===== config.mk =====
export PLATFORM = sky130hd
export DESIGN_NAME = reset_signal_tx
export DESIGN_NICKNAME = d
export VERILOG_FILES = /design/src/rtl/reset_signal_tx.sv
export SDC_FILE = /design/constraint.sdc
export NUM_CORES = 1
export LEC_CHECK = 0
export BUFFER_PORTS_ARGS = -buffer_cell sky130_fd_sc_hd__buf_4
export CAP_MARGIN = 15
export CORE_UTILIZATION = 50
export CTS_CLUSTER_SIZE = 16
export DETAILED_ROUTE_END_ITERATION = 7
export PLACE_DENSITY = 0.75
export SLEW_MARGIN = 20
export SYNTH_ARGS = -nofsm -noshare
export SYNTH_HDL_FRONTEND = slang
export SYNTH_SLANG_ARGS = --single-unit

===== constraint.sdc =====
create_clock -name clk -period 2 [get_ports clk]
set_input_delay 0.1 -clock clk [delete_from_list [all_inputs] [get_ports clk]]
set_output_delay 0.1 -clock clk [all_outputs]
set_load 0.01 [all_outputs]

===== src/rtl/reset_signal_tx.sv =====
// Hard Reset / Cable Reset ordered-set transmitter: arbitration, PHY handshake,
// per-attempt timeout with bounded retries, preemption and single-cycle alerts.
module reset_signal_tx #(
   parameter int TIMER_W = 16,
   parameter int RETRY_W = 2
) (
   input  logic               clk,
   input  logic               reset,
   input  logic               hard_reset_req,
   input  logic               cable_reset_req,
   input  logic [TIMER_W-1:0] timeout_cycles,
   input  logic [RETRY_W-1:0] max_retries,
   input  logic               phy_ack,
   output logic [2:0]         transmit,
   output logic               phy_request,
   output logic               alert_tx_success,
   output logic               alert_tx_failed,
   output logic               req_dropped,
   output logic               busy,
   output logic [RETRY_W-1:0] retry_count
);

   typedef enum logic [1:0] {IDLE, WAIT, GAP, DONE} state_e;

   localparam logic [2:0] TX_IDLE  = 3'b000;
   localparam logic [2:0] TX_HARD  = 3'b101;
   localparam logic [2:0] TX_CABLE = 3'b110;

   state_e             state_q;
   logic [TIMER_W-1:0] timer_q;
   logic [RETRY_W-1:0] max_q;
   logic [RETRY_W-1:0] retry_q;
   logic [2:0]         tx_q;
   logic               preq_q;
   logic               succ_q;
   logic               fail_q;
   logic               drop_q;
   logic               busy_q;
   logic               active;
   logic               preempt;

   assign active  = (state_q == WAIT) || (state_q == GAP);
   // A Hard Reset request aborts an in-flight Cable Reset and restarts from scratch.
   assign preempt = active && hard_reset_req && (tx_q == TX_CABLE);

   always_ff @(posedge clk or posedge reset) begin
      if (reset) begin
         state_q <= IDLE;
         timer_q <= '0;
         max_q   <= '0;
         retry_q <= '0;
         tx_q    <= TX_IDLE;
         preq_q  <= 1'b0;
         succ_q  <= 1'b0;
         fail_q  <= 1'b0;
         drop_q  <= 1'b0;
         busy_q  <= 1'b0;
      end else begin
         succ_q <= 1'b0;
         fail_q <= 1'b0;
         drop_q <= 1'b0;
         case (state_q)
            IDLE: begin
               if (hard_reset_req || cable_reset_req) begin
                  state_q <= WAIT;
                  tx_q    <= hard_reset_req ? TX_HARD : TX_CABLE;
                  timer_q <= timeout_cycles;
                  retry_q <= '0;
                  max_q   <= max_retries;
                  preq_q  <= 1'b1;
                  busy_q  <= 1'b1;
                  drop_q  <= hard_reset_req && cable_reset_req;
               end
            end
            WAIT, GAP: begin
               drop_q <= cable_reset_req || (hard_reset_req && (tx_q == TX_HARD));
               if (preempt) begin
                  state_q <= WAIT;
                  tx_q    <= TX_HARD;
                  timer_q <= timeout_cycles;
                  retry_q <= '0;
                  max_q   <= max_retries;
                  preq_q  <= 1'b1;
               end else if (state_q == GAP) begin
                  state_q <= WAIT;
                  timer_q <= timeout_cycles;
                  preq_q  <= 1'b1;
               end else if (phy_ack) begin
                  state_q <= DONE;
                  preq_q  <= 1'b0;
                  succ_q  <= 1'b1;
               end else if (timer_q == '0) begin
                  preq_q <= 1'b0;
                  if (retry_q < max_q) begin
                     state_q <= GAP;
                     retry_q <= retry_q + 1'b1;
                  end else begin
                     state_q <= DONE;
                     fail_q  <= 1'b1;
                  end
               end else begin
                  timer_q <= timer_q - 1'b1;
               end
            end
            DONE: begin
               state_q <= IDLE;
               tx_q    <= TX_IDLE;
               busy_q  <= 1'b0;
               drop_q  <= hard_reset_req || cable_reset_req;
            end
            default: state_q <= IDLE;
         endcase
      end
   end

   assign transmit         = tx_q;
   assign phy_request      = preq_q;
   assign alert_tx_success = succ_q;
   assign alert_tx_failed  = fail_q;
   assign req_dropped      = drop_q;
   assign busy             = busy_q;
   assign retry_count      = retry_q;

endmodule


==> impl_metrics.toml <==
[route]
detail_route.drc_violations = 1
ant_nets = 0
finalWirelength_mm = 4.57
via_per_instance_ratio = 5.85
drt_pre_antenna_iters = 6
drt_iter0_markers = 179
route.vias.total = 1749
route.detailed.wl_per_inst_um = 15.3

[synthesis]
main_combinational_cell_family_by_area_after_synthesis = "compound AO/OA/AOI/OAI gates"
yosys_register_bits = 30
synthesis.yosys.warnings = 0
yosys.area.top_type = "sky130_fd_sc_hd__dfrtp_1"
synth_fp_nets = 236
synthesis.area_per_instance_um2 = 9.36
ys_types = 48
synth_adder_area_share_pct = 5.22
synth-compound-area-share_pct = 26.1
post_synth_mux_area_share_pct = 1.17
ys_top_cells_by_area = "sky130_fd_sc_hd__dfrtp_1 39%, sky130_fd_sc_hd__ha_1 5.2%, sky130_fd_sc_hd__o2bb2ai_1 5.0%"
netlist.area_leader.share_pct = 39.1
synth-edff-count = 0
syn-cell-area_um2 = 1920
synth_xor_area_share_pct = 0
synth_flop_cell = "sky130_fd_sc_hd__dfrtp_1"
async_flop_share_pct = 100
synth_simple_gate_area_share_pct = 22.8
post_synth_inst_count = 205
yosysSeqAreaShare_pct = 39.1

[setup_path]
critical_path_max_stage_delay_ns = 0.43
critPathBufInv = 2
timing.critical_path.slowest_stage_cell = "sky130_fd_sc_hd__dfrtp_1"
timing_worst_setup_path_type = "flop to flop"
critPathArrivalTime_ns = 2.03
critPathRequiredTime_ns = 2.17
setup_crit_end_kind = "flop"
setup.worst_path.start_class = "flop"
cp_top_family = "simple AND/OR/NAND/NOR gates"
path_max_fanout = 7
crit_chain = "inv_1 -> ha_1 -> nor3b_4 -> and4_2 -> buf_4 -> a31oi_1 -> o21ai_1 -> o31ai_1"

[floorplanning]
placeableCoreArea_um2 = 3660
dieHeight_um = 63.9
rows = 22
dieArea_um2 = 4090
ioPinCount = 33
start_util_pct = 52.4
die_w_um = 63.9

[power]
pwr_per_cell_area_nw_per_um2 = 1780
vdd_ir_drop_max_uv = 1290
cellLeakagePower_nw = 1.04
total_power_w = 0.00431

[clock_network]
insertion_delay_ns = 0.29
cts.sinks = 30
cts_htree_levels = 2
cts_inserted_buffers = 5
clock_tree.root_cell = "sky130_fd_sc_hd__clkbuf_8"
cts.reportedPaths.clkPinSlew_ns = 0.07
tritoncts_clock_tree = "done"
ctsLongestPathBuffers = 2

[sta]
timing_hold_violations_final = 0
timing.setup.tns_ns = 0
clock-skew-final_ns = 0.00926
maxClockFrequency_mhz = 537
worstMarginPinSlew_ns = 0.449
timing.final.crit_share_pct = 93.0
minimum_period_implied_by_the_final_worst_setup_slack_ns = 1.86
setup_violations = 0
postLayoutSetupSlackWorst_ns = 0.139
slew_viol_final = 0
relSlewSlack_pct = 69.8
grt_setup_unrepaired = "false"

[status]
run_status = "complete, but fails checks"
failed_checks = "design-rule violations"

[min_path]
timing.hold.worst.class = "input pin to flop"

[placement]
detailed_place_hpwl_mm = 3.08
port_buffers = 32
globalplace.congestion = 0.891
placement.setup.worst_slack_ns = 0.0165

[cells_and_area]
total_area_of_multi_input_combinational_cells_um2 = 1100
num_antenna_cells = 0
design.final.nets = 282
seq_area_um2 = 751
n_fill_cell = 309
drive_gt1_share_pct = 27.9
syn2layout_area_growth_pct = 26.5

[global_routing]
number_of_global_route_vias_before_repair = 1603
grt_max_degree = 31
grt_pass1_wl_mm = 7.69
grt_antenna_before_repair = 0
grt.total_usage_pct = 24.3
global_route.overflow_total = 0

[run]
max_cap_viol = 0
[layer usage]
layer	vias up	share of wire, %	global-route usage (%)
met5	-	0	0
met4	0	1.0	8.81
met3	4	4.6	5.18
met2	50	44	35.2
met1	824	50	35.3
li1	871	-	-
[final cells by class]
| cell class | instances | share of cell area [%] |
|---|---|---|
| Clock inverter | 2 | 0.413 |
| Inverter | 7 | 1.08 |
| Clock buffer | 5 | 2.84 |
| Sequential cell | 30 | 30.9 |
| Tap cell | 48 | 2.48 |
| Timing Repair Buffer | 50 | 16.8 |
| Multi-Input combinational cell | 157 | 45.5 |
[cells in the final DEF, fill, tap and decap left out, types with 3 or more instances in the layout]
| master | n |
|---|---|
| sky130_fd_sc_hd__a22o_1 | 5 |
| sky130_fd_sc_hd__o21ai_0 | 15 |
| sky130_fd_sc_hd__o2bb2ai_1 | 11 |
| sky130_fd_sc_hd__a21oi_1 | 17 |
| sky130_fd_sc_hd__nor4_1 | 8 |
| sky130_fd_sc_hd__nand2_1 | 15 |
| sky130_fd_sc_hd__nor3_1 | 5 |
| sky130_fd_sc_hd__clkbuf_8 | 5 |
| sky130_fd_sc_hd__nand4b_1 | 3 |
| sky130_fd_sc_hd__o31ai_1 | 6 |
| sky130_fd_sc_hd__inv_1 | 7 |
| sky130_fd_sc_hd__nand2b_1 | 7 |
| sky130_fd_sc_hd__nand3_1 | 10 |
| sky130_fd_sc_hd__o21ai_1 | 3 |
| sky130_fd_sc_hd__ha_1 | 7 |
| sky130_fd_sc_hd__dfrtp_1 | 30 |
| sky130_fd_sc_hd__nor2_1 | 8 |
| sky130_fd_sc_hd__a32o_1 | 3 |
| sky130_fd_sc_hd__buf_4 | 45 |
[worst paths after layout]
| check | end | slack [ns] | cells after the start | startpoint |
|---|---|---|---|---|
| min in group asynchronous | timer_q[0]$_DFFE_PP0P_ | 0.45 | 4 | reset |
| setup reg to reg | retry_count[1]$_DFFE_PP0P_ | 0.14 | 8 | timer_q[1]$_DFFE_PP0P_ |
| max in group asynchronous | timer_q[9]$_DFFE_PP0P_ | 1.26 | 4 | reset |
| hold / removal | max_q[1]$_DFFE_PP0P_ | 0.05 | 2 | max_retries[1] |
| hold reg to reg | busy$_DFFE_PP0P_ | 0.51 | 2 | busy$_DFFE_PP0P_ |
| setup / recovery | retry_count[1]$_DFFE_PP0P_ | 0.14 | 8 | timer_q[1]$_DFFE_PP0P_ |
[cell families after synthesis]
| group | count (synthesis) |
|---|---|
| buffers and inverters | 18 |
| AOI/OAI and AO/OA | 72 |
| muxes | 2 |
| DFF | 30 |
| and+or+nand+nor | 75 |
| adders and majority gates | 8 |
[worst register-to-register path, cell delays in order, from the launching register on]
cell	delay [ns]
sky130_fd_sc_hd__dfrtp_1	0.43
sky130_fd_sc_hd__inv_1	0.08
sky130_fd_sc_hd__ha_1	0.18
sky130_fd_sc_hd__nor3b_4	0.23
sky130_fd_sc_hd__and4_2	0.31
sky130_fd_sc_hd__buf_4	0.17
sky130_fd_sc_hd__a31oi_1	0.11
sky130_fd_sc_hd__o21ai_1	0.16
sky130_fd_sc_hd__o31ai_1	0.09
[report_power, final]
part           switching [W]  internal [W]  total [W]
Combinational        0.00137       0.00128    0.00265
Sequential          0.000293      0.000896    0.00119
Clock               0.000235      0.000233   0.000469
[state kept, by name, indices dropped and copies added, names as in the netlist]
| name | count |
|---|---|
| timer_q | 16 |
| transmit | 3 |
| max_q | 2 |
| retry_count | 2 |
| state_q | 2 |
| alert_tx_failed | 1 |
| alert_tx_success | 1 |
| busy | 1 |
| phy_request | 1 |
| req_dropped | 1 |
[synth_stat cells (all sizes together), types with 2 or more instances]
library cell  count
dfrtp            30
o21ai            18
a21oi            17
nand2            15
o2bb2ai          11
buf              10
nand3            10
nor4             10
nor2              9
ha                8
inv               7
nand2b            7
o31ai             6
a22o              5
nor3              5
a32o              3
nand4b            3
and2              2
mux2              2
nand3b            2
nor2b             2
nor3b             2
or3               2
[metrics by stage]
| step | instance area, um^2 | cells | hold WS [ns] | utilization, % |
|---|---|---|---|---|
| 4_1_cts | 2380 | 298 | 0.0452 | 65.0 |
| 6_report | 2430 | 299 | 0.0462 | 66.3 |
| 2_1_floorplan | 1920 | 205 | 0.191 | - |
| 5_1_grt | 2430 | 299 | 0.0461 | 66.3 |
| 3_5_place_dp | 2280 | 290 | 0.211 | 62.4 |
| 3_3_place_gp | 2280 | 290 | 0.208 | 62.4 |
[timing repair]
action | 4_1_cts | 5_1_grt
endpoints found under the hold margin | 30 | 0
cloned | 0 | 1
hold buffers | 1 | 0
resized for setup | 2 | 8
setup buffers | 0 | 0
endpoints found under the setup margin | 4 | 20
pin swaps | 0 | 1
(Power assumes the default switching activity.)
